[config.mk]
export PLATFORM = sky130hd
export DESIGN_NAME = ft_run_monitor
export DESIGN_NICKNAME = d
export VERILOG_FILES = /design/src/rtl/ft_monitor_pkg.sv /design/src/rtl/ft_recovery_timer.sv /design/src/rtl/ft_run_monitor.sv
export SDC_FILE = /design/constraint.sdc
export NUM_CORES = 1
export LEC_CHECK = 0
export ABC_CLOCK_PERIOD_IN_PS = 11940
export CORE_ASPECT_RATIO = 2
export CORE_MARGIN = 5
export CORE_UTILIZATION = 52
export CTS_BUF_LIST = sky130_fd_sc_hd__clkbuf_16
export DETAILED_ROUTE_END_ITERATION = 8
export PLACE_DENSITY_LB_ADDON = 0.25
export SYNTH_ARGS = -nofsm -noshare
export SYNTH_HDL_FRONTEND = slang
export SYNTH_SLANG_ARGS = --single-unit
[constraint.sdc]
create_clock -name clk_i -period 11.94 [get_ports clk_i]
set_clock_uncertainty 0.15 [all_clocks]
set_input_delay 1.791 -clock clk_i [delete_from_list [all_inputs] [get_ports clk_i]]
set_output_delay 1.791 -clock clk_i [all_outputs]
set_load 0.01 [all_outputs]
[src/rtl/ft_monitor_pkg.sv]
// ft_monitor_pkg: shared state encoding, widths and saturating increment for the run monitor
package ft_monitor_pkg;

    typedef enum logic [2:0] {
        ST_IDLE,
        ST_RUN,
        ST_PASS,
        ST_FAIL,
        ST_TIMEOUT
    } monitor_state_e;

    localparam int ERR_CNT_W = 8;

    function automatic logic [31:0] sat_inc(input logic [31:0] v, input int w);
        logic [31:0] top;
        top = (w >= 32) ? '1 : ((32'd1 << w) - 32'd1);
        return (v >= top) ? v : v + 32'd1;
    endfunction

endpackage

[src/rtl/ft_recovery_timer.sv]
// ft_recovery_timer: measures error-to-address-change latency and keeps the worst case seen
module ft_recovery_timer import ft_monitor_pkg::*; #(
    parameter int CNT_W = 16
) (
    input  logic             clk,
    input  logic             rst,
    input  logic             clr,
    input  logic             en,
    input  logic             arm,
    input  logic             change,
    output logic [CNT_W-1:0] max_latency
);

    logic             armed;
    logic [CNT_W-1:0] cnt;
    logic [CNT_W-1:0] lat;

    // lat counts the edges from the arming edge up to and including the current one
    assign lat = CNT_W'(sat_inc(32'(cnt), CNT_W));

    // Re-arming wins over a same-cycle address change; an unresolved arm never updates the max
    always_ff @(posedge clk or posedge rst) begin
        if (rst) begin
            armed       <= 1'b0;
            cnt         <= '0;
            max_latency <= '0;
        end else if (clr) begin
            armed       <= 1'b0;
            cnt         <= '0;
            max_latency <= '0;
        end else if (en) begin
            if (arm) begin
                armed <= 1'b1;
                cnt   <= '0;
            end else if (armed && change) begin
                armed       <= 1'b0;
                max_latency <= (lat > max_latency) ? lat : max_latency;
            end else if (armed) begin
                cnt <= lat;
            end
        end
    end

endmodule

[src/rtl/ft_run_monitor.sv]
// ft_run_monitor: judges SoC run completion and tracks stalls, errors and recovery latency
module ft_run_monitor import ft_monitor_pkg::*; #(
    parameter int TIMEOUT_CYCLES = 2048,
    parameter int STALL_CYCLES   = 16,
    parameter int CNT_W          = 16
) (
    input  logic                 clk_i,
    input  logic                 rst_i,
    input  logic                 fetch_enable_i,
    input  logic [31:0]          mem_flag_i,
    input  logic [31:0]          mem_result_i,
    input  logic [31:0]          instr_addr_i,
    input  logic                 error_i,
    input  logic [31:0]          expected_result_i,
    output logic                 done_o,
    output logic                 pass_o,
    output logic                 fail_o,
    output logic                 timeout_o,
    output logic                 stall_o,
    output logic [31:0]          result_o,
    output logic [CNT_W-1:0]     cycles_o,
    output logic [ERR_CNT_W-1:0] error_count_o,
    output logic [CNT_W-1:0]     max_recover_o
);

    monitor_state_e   state;
    logic             fetch_q;
    logic             error_q;
    logic [31:0]      addr_q;
    logic [CNT_W-1:0] stall_cnt;
    logic             in_run;
    logic             start;
    logic             err_rise;
    logic             addr_same;
    logic             flag_hit;
    logic             expire;
    logic             match;

    assign in_run    = state == ST_RUN;
    assign start     = fetch_enable_i && !fetch_q;
    assign err_rise  = error_i && !error_q;
    assign addr_same = instr_addr_i == addr_q;
    assign flag_hit  = mem_flag_i != 32'd0;
    assign expire    = cycles_o >= CNT_W'(TIMEOUT_CYCLES - 1);
    assign match     = mem_result_i == expected_result_i;

    // Last-cycle history of the inputs used for edge and change detection
    always_ff @(posedge clk_i or posedge rst_i) begin
        if (rst_i) begin
            fetch_q <= 1'b0;
            error_q <= 1'b0;
            addr_q  <= '0;
        end else begin
            fetch_q <= fetch_enable_i;
            error_q <= error_i;
            addr_q  <= instr_addr_i;
        end
    end

    // Run FSM: counts RUN cycles, detects stalls and errors, captures the verdict
    always_ff @(posedge clk_i or posedge rst_i) begin
        if (rst_i) begin
            state         <= ST_IDLE;
            done_o        <= 1'b0;
            pass_o        <= 1'b0;
            fail_o        <= 1'b0;
            timeout_o     <= 1'b0;
            stall_o       <= 1'b0;
            result_o      <= '0;
            cycles_o      <= '0;
            error_count_o <= '0;
            stall_cnt     <= '0;
        end else if (in_run) begin
            cycles_o  <= CNT_W'(sat_inc(32'(cycles_o), CNT_W));
            stall_cnt <= addr_same ? CNT_W'(sat_inc(32'(stall_cnt), CNT_W)) : '0;
            stall_o   <= stall_o || (addr_same && stall_cnt >= CNT_W'(STALL_CYCLES - 2));
            if (err_rise)
                error_count_o <= ERR_CNT_W'(sat_inc(32'(error_count_o), ERR_CNT_W));
            if (flag_hit) begin
                state    <= match ? ST_PASS : ST_FAIL;
                result_o <= mem_result_i;
                done_o   <= 1'b1;
                pass_o   <= match;
                fail_o   <= !match;
            end else if (expire) begin
                state     <= ST_TIMEOUT;
                done_o    <= 1'b1;
                timeout_o <= 1'b1;
            end else if (!fetch_enable_i) begin
                state <= ST_IDLE;
            end
        end else if (start) begin
            state         <= ST_RUN;
            done_o        <= 1'b0;
            pass_o        <= 1'b0;
            fail_o        <= 1'b0;
            timeout_o     <= 1'b0;
            stall_o       <= 1'b0;
            result_o      <= '0;
            cycles_o      <= '0;
            error_count_o <= '0;
            stall_cnt     <= '0;
        end
    end

    ft_recovery_timer #(.CNT_W(CNT_W)) recovery (
        .clk         (clk_i),
        .rst         (rst_i),
        .clr         (start && !in_run),
        .en          (in_run),
        .arm         (err_rise),
        .change      (!addr_same),
        .max_latency (max_recover_o)
    );

endmodule

==> results by group <==
Pwr
  • Power Density: ~190 nW/µm²
  • Worst VDD drop: roughly 0.00012 V
  • P_leak: roughly 4.4 nW

STA
  • Final setup viols: 0
  • Slew headroom: roughly a third
  • Least-Margin Pin Slew: roughly 1 ns
  • RSZ-0062 raised after global routing: no
  • Tcrit/Tclk final: a little under two fifths
  • Setup ws final: approximately 7.6 ns
  • Fin. Hold Viols: 0
  • Fin crit period: 4.387 ns
  • Final Max Tran Viols: 0
  • TNS Setup: 0 ns
  • Max frequency: 0.2279 GHz

Route
  • DR vias: between 6000 and 7000
  • Antenna Nets Post-Route: 0
  • DR vias/cell: about 5.7
  • DR WL/cell: ~19 µm
  • DRT Pass-1 Iters: 5
  • WL final: about 22 mm
  • Post-route DRC: 0
  • First DRT Iteration DRCs: around 460

Clocking
  • Hold buffer count at CTS: 0
  • CTS tree: yes
  • Clk slew on worst S/H paths: 0.06 ns
  • Max Root-Sink Buffers: 2
  • Setup repair bufs after CTS: 0
  • Total CTS buffers: 17
  • Clock sink total: around 150
  • Root buffer cell: clkbuf_16
  • Clock Latency Late Sink: 0.43 ns
  • H-tree depth: 4
  • Post-CTS sizing: 0

Die
  • I/O pin count: between 200 and 250
  • Initial core utilization: around 52%
  • Num rows: between 60 and 70
  • Total core area: around 14000 µm²
  • DIE AREA: 17040 µm²
  • Die width: 94.84 µm
  • Die H: about 180 µm

Synth
  • Top cell type's share of synthesized area: roughly half
  • Mean area per synthesized cell: about 9.8 µm²
  • Netlist cell types: 54
  • Async S/R FF share, synth: 100.0%
  • Post-synth EDFFs: 0
  • Yosys top cell by area: dfrtp_1
  • Synth warnings: 0
  • Largest cells by area after synthesis: dfrtp_1, xnor2_1, nand2_1
  • Mapped cell area: approximately 7500 µm²
  • Cell count after synthesis: around 770
  • Yosys reg bits: approximately 150
  • Ys flop type: dfrtp_1
  • Syn Nets: 919
  • Sequential share of the synthesized area: approximately 50%

Final layout
  • Multi-input combinational cell area: between 3000 and 4000 µm²
  • Most frequent cells in the layout: clkdlybuf4s50_1, dfrtp_1, nand2_1, nand3_1, xnor2_1
  • Share of cells above drive strength 1: under 10%
  • Most common cell after layout, fill and taps aside: clkdlybuf4s50_1
  • Area Overhead vs Synth: 37.94%
  • Reg area: around 3700 µm²
  • Nets: between 1000 and 1500
  • Final core utilization: between 70% and 80%
  • Number of fill cells: between 1000 and 1500
  • Number of diodes: 0

Placed design
  • I/O Buffers: roughly 210
  • Worst slack, placed: 7.375 ns
  • Final RePlAce weighted congestion: about 1.0
  • Detailed placement HPWL: between 15 and 20 mm

Hold path
  • WHS Path Cells: 2
  • Worst Hold Class: reg -> reg

Flow run
  • Max-cap violations: 0

GRT
  • GRT Total Usage: a little over a quarter
  • Vias in the first global route: between 7000 and 8000
  • Global-route wire length before repair: ~35 mm
  • Largest net degree at the start of global routing: 105
  • Initial antenna violation count: 0
  • Grt ovf: 0

Critical path
  • WP data required: 12.10 ns
  • Crit path capture type: flip-flop
  • Reg2Reg Setup Slack: between 7 and 8 ns
  • Startpoint Class: flip-flop
  • Crit Path Max Fanout: 16
  • Worst R2R Start: recovery.cnt[0]$_DFFE_PP0P_
  • CP arrival: between 4 and 5 ns
  • Type of the worst setup path: reg -> reg
  • Worst Setup SP: recovery.cnt[0]$_DFFE_PP0P_
  • Crit path to: recovery.max_latency[10]$_DFFE_PP0P_
  • Worst R2R End: recovery.max_latency[10]$_DFFE_PP0P_
  • Worst R2R Path Depth: 12

Outcome
  • Status: completed
[kinds of logic after synthesis]
logic type,synth area share (%)
xor+xnor,12.05
flops,49.14
compound gates,7.722
mux,2.457
buf+inv,3.577
simple gates,21.54
fa+ha+maj,3.510
[flip-flops by register name, summed over array words and instances, names as in the netlist, 3 cells and up]
signal                cells
cycles_o                 16
error_count_o             8
state                     3
addr_q                   32
recovery.cnt             16
stall_cnt                16
result_o                 32
recovery.max_latency     16
[synth_stat cells (all sizes together) (5+ instances only)]
master	instances
buf	10
inv	38
nand4	28
dfrtp	147
and3	8
xor2	45
nor2	49
xnor2	58
and4	5
nor4	29
ha	21
a21oi	17
clkbuf	17
nand2	119
nand3	63
mux2i	15
o21ai	17
a32o	15
nor3	14
[stage by stage]
step                power, mW  instances  hold WS, ns  area [µm²]
floorplan               1.084        766       0.3121        7486
global placement        1.395       1147       0.3291        9757
detailed placement      1.408       1147       0.3351        9757
CTS                     1.934       1179       0.3508       10330
global route            2.043       1179       0.3705       10330
finish                  1.927       1179       0.3496       10330
[power breakdown]
group / internal [mW] / switching (mW) / leakage, nW
logic: 0.329 / 0.393 / 2.23
clock network: 0.292 / 0.228 / 0.279
registers: 0.598 / 0.0867 / 1.91
[final cells by class]
class,instances,share of cell area (%)
Tap cell,192,2.326
Clock buffer,17,4.120
Clock inverter,15,1.393
Timing Repair Buffer,216,20.74
Inverter,38,1.430
Multi-Input combinational cell,554,34.36
Sequential cell,147,35.62
[worst min-delay path by stage]
stage,start,to
CTS,result_o[18]$_DFFE_PP0P_,result_o[18]$_DFFE_PP0P_
global placement,result_o[7]$_DFFE_PP0P_,result_o[7]$_DFFE_PP0P_
finish,result_o[2]$_DFFE_PP0P_,result_o[2]$_DFFE_PP0P_
floorplan,state[0]$_DFFE_PP0P_,state[0]$_DFFE_PP0P_
global route,result_o[2]$_DFFE_PP0P_,result_o[2]$_DFFE_PP0P_
detailed placement,result_o[18]$_DFFE_PP0P_,result_o[18]$_DFFE_PP0P_
[critical path, stage by stage (launching register included)]
cell and delay, ns:
dfrtp_1 0.47, ha_1 0.24, nand2_1 0.10, or3_1 0.50
or3_1 0.39, mux2i_1 0.17, ha_1 0.34, nand4_1 0.21
or4_4 0.48, a21oi_2 0.12, nor4_1 0.08, or3_1 0.64
a32o_1 0.38
[metal layers]
metal	routed length, µm	global-route usage [%]
met4	1020	13.19
met5	0	0
met2	12140	48.93
met3	1526	7.280
met1	7250	27.24
(Power assumes the default switching activity.)
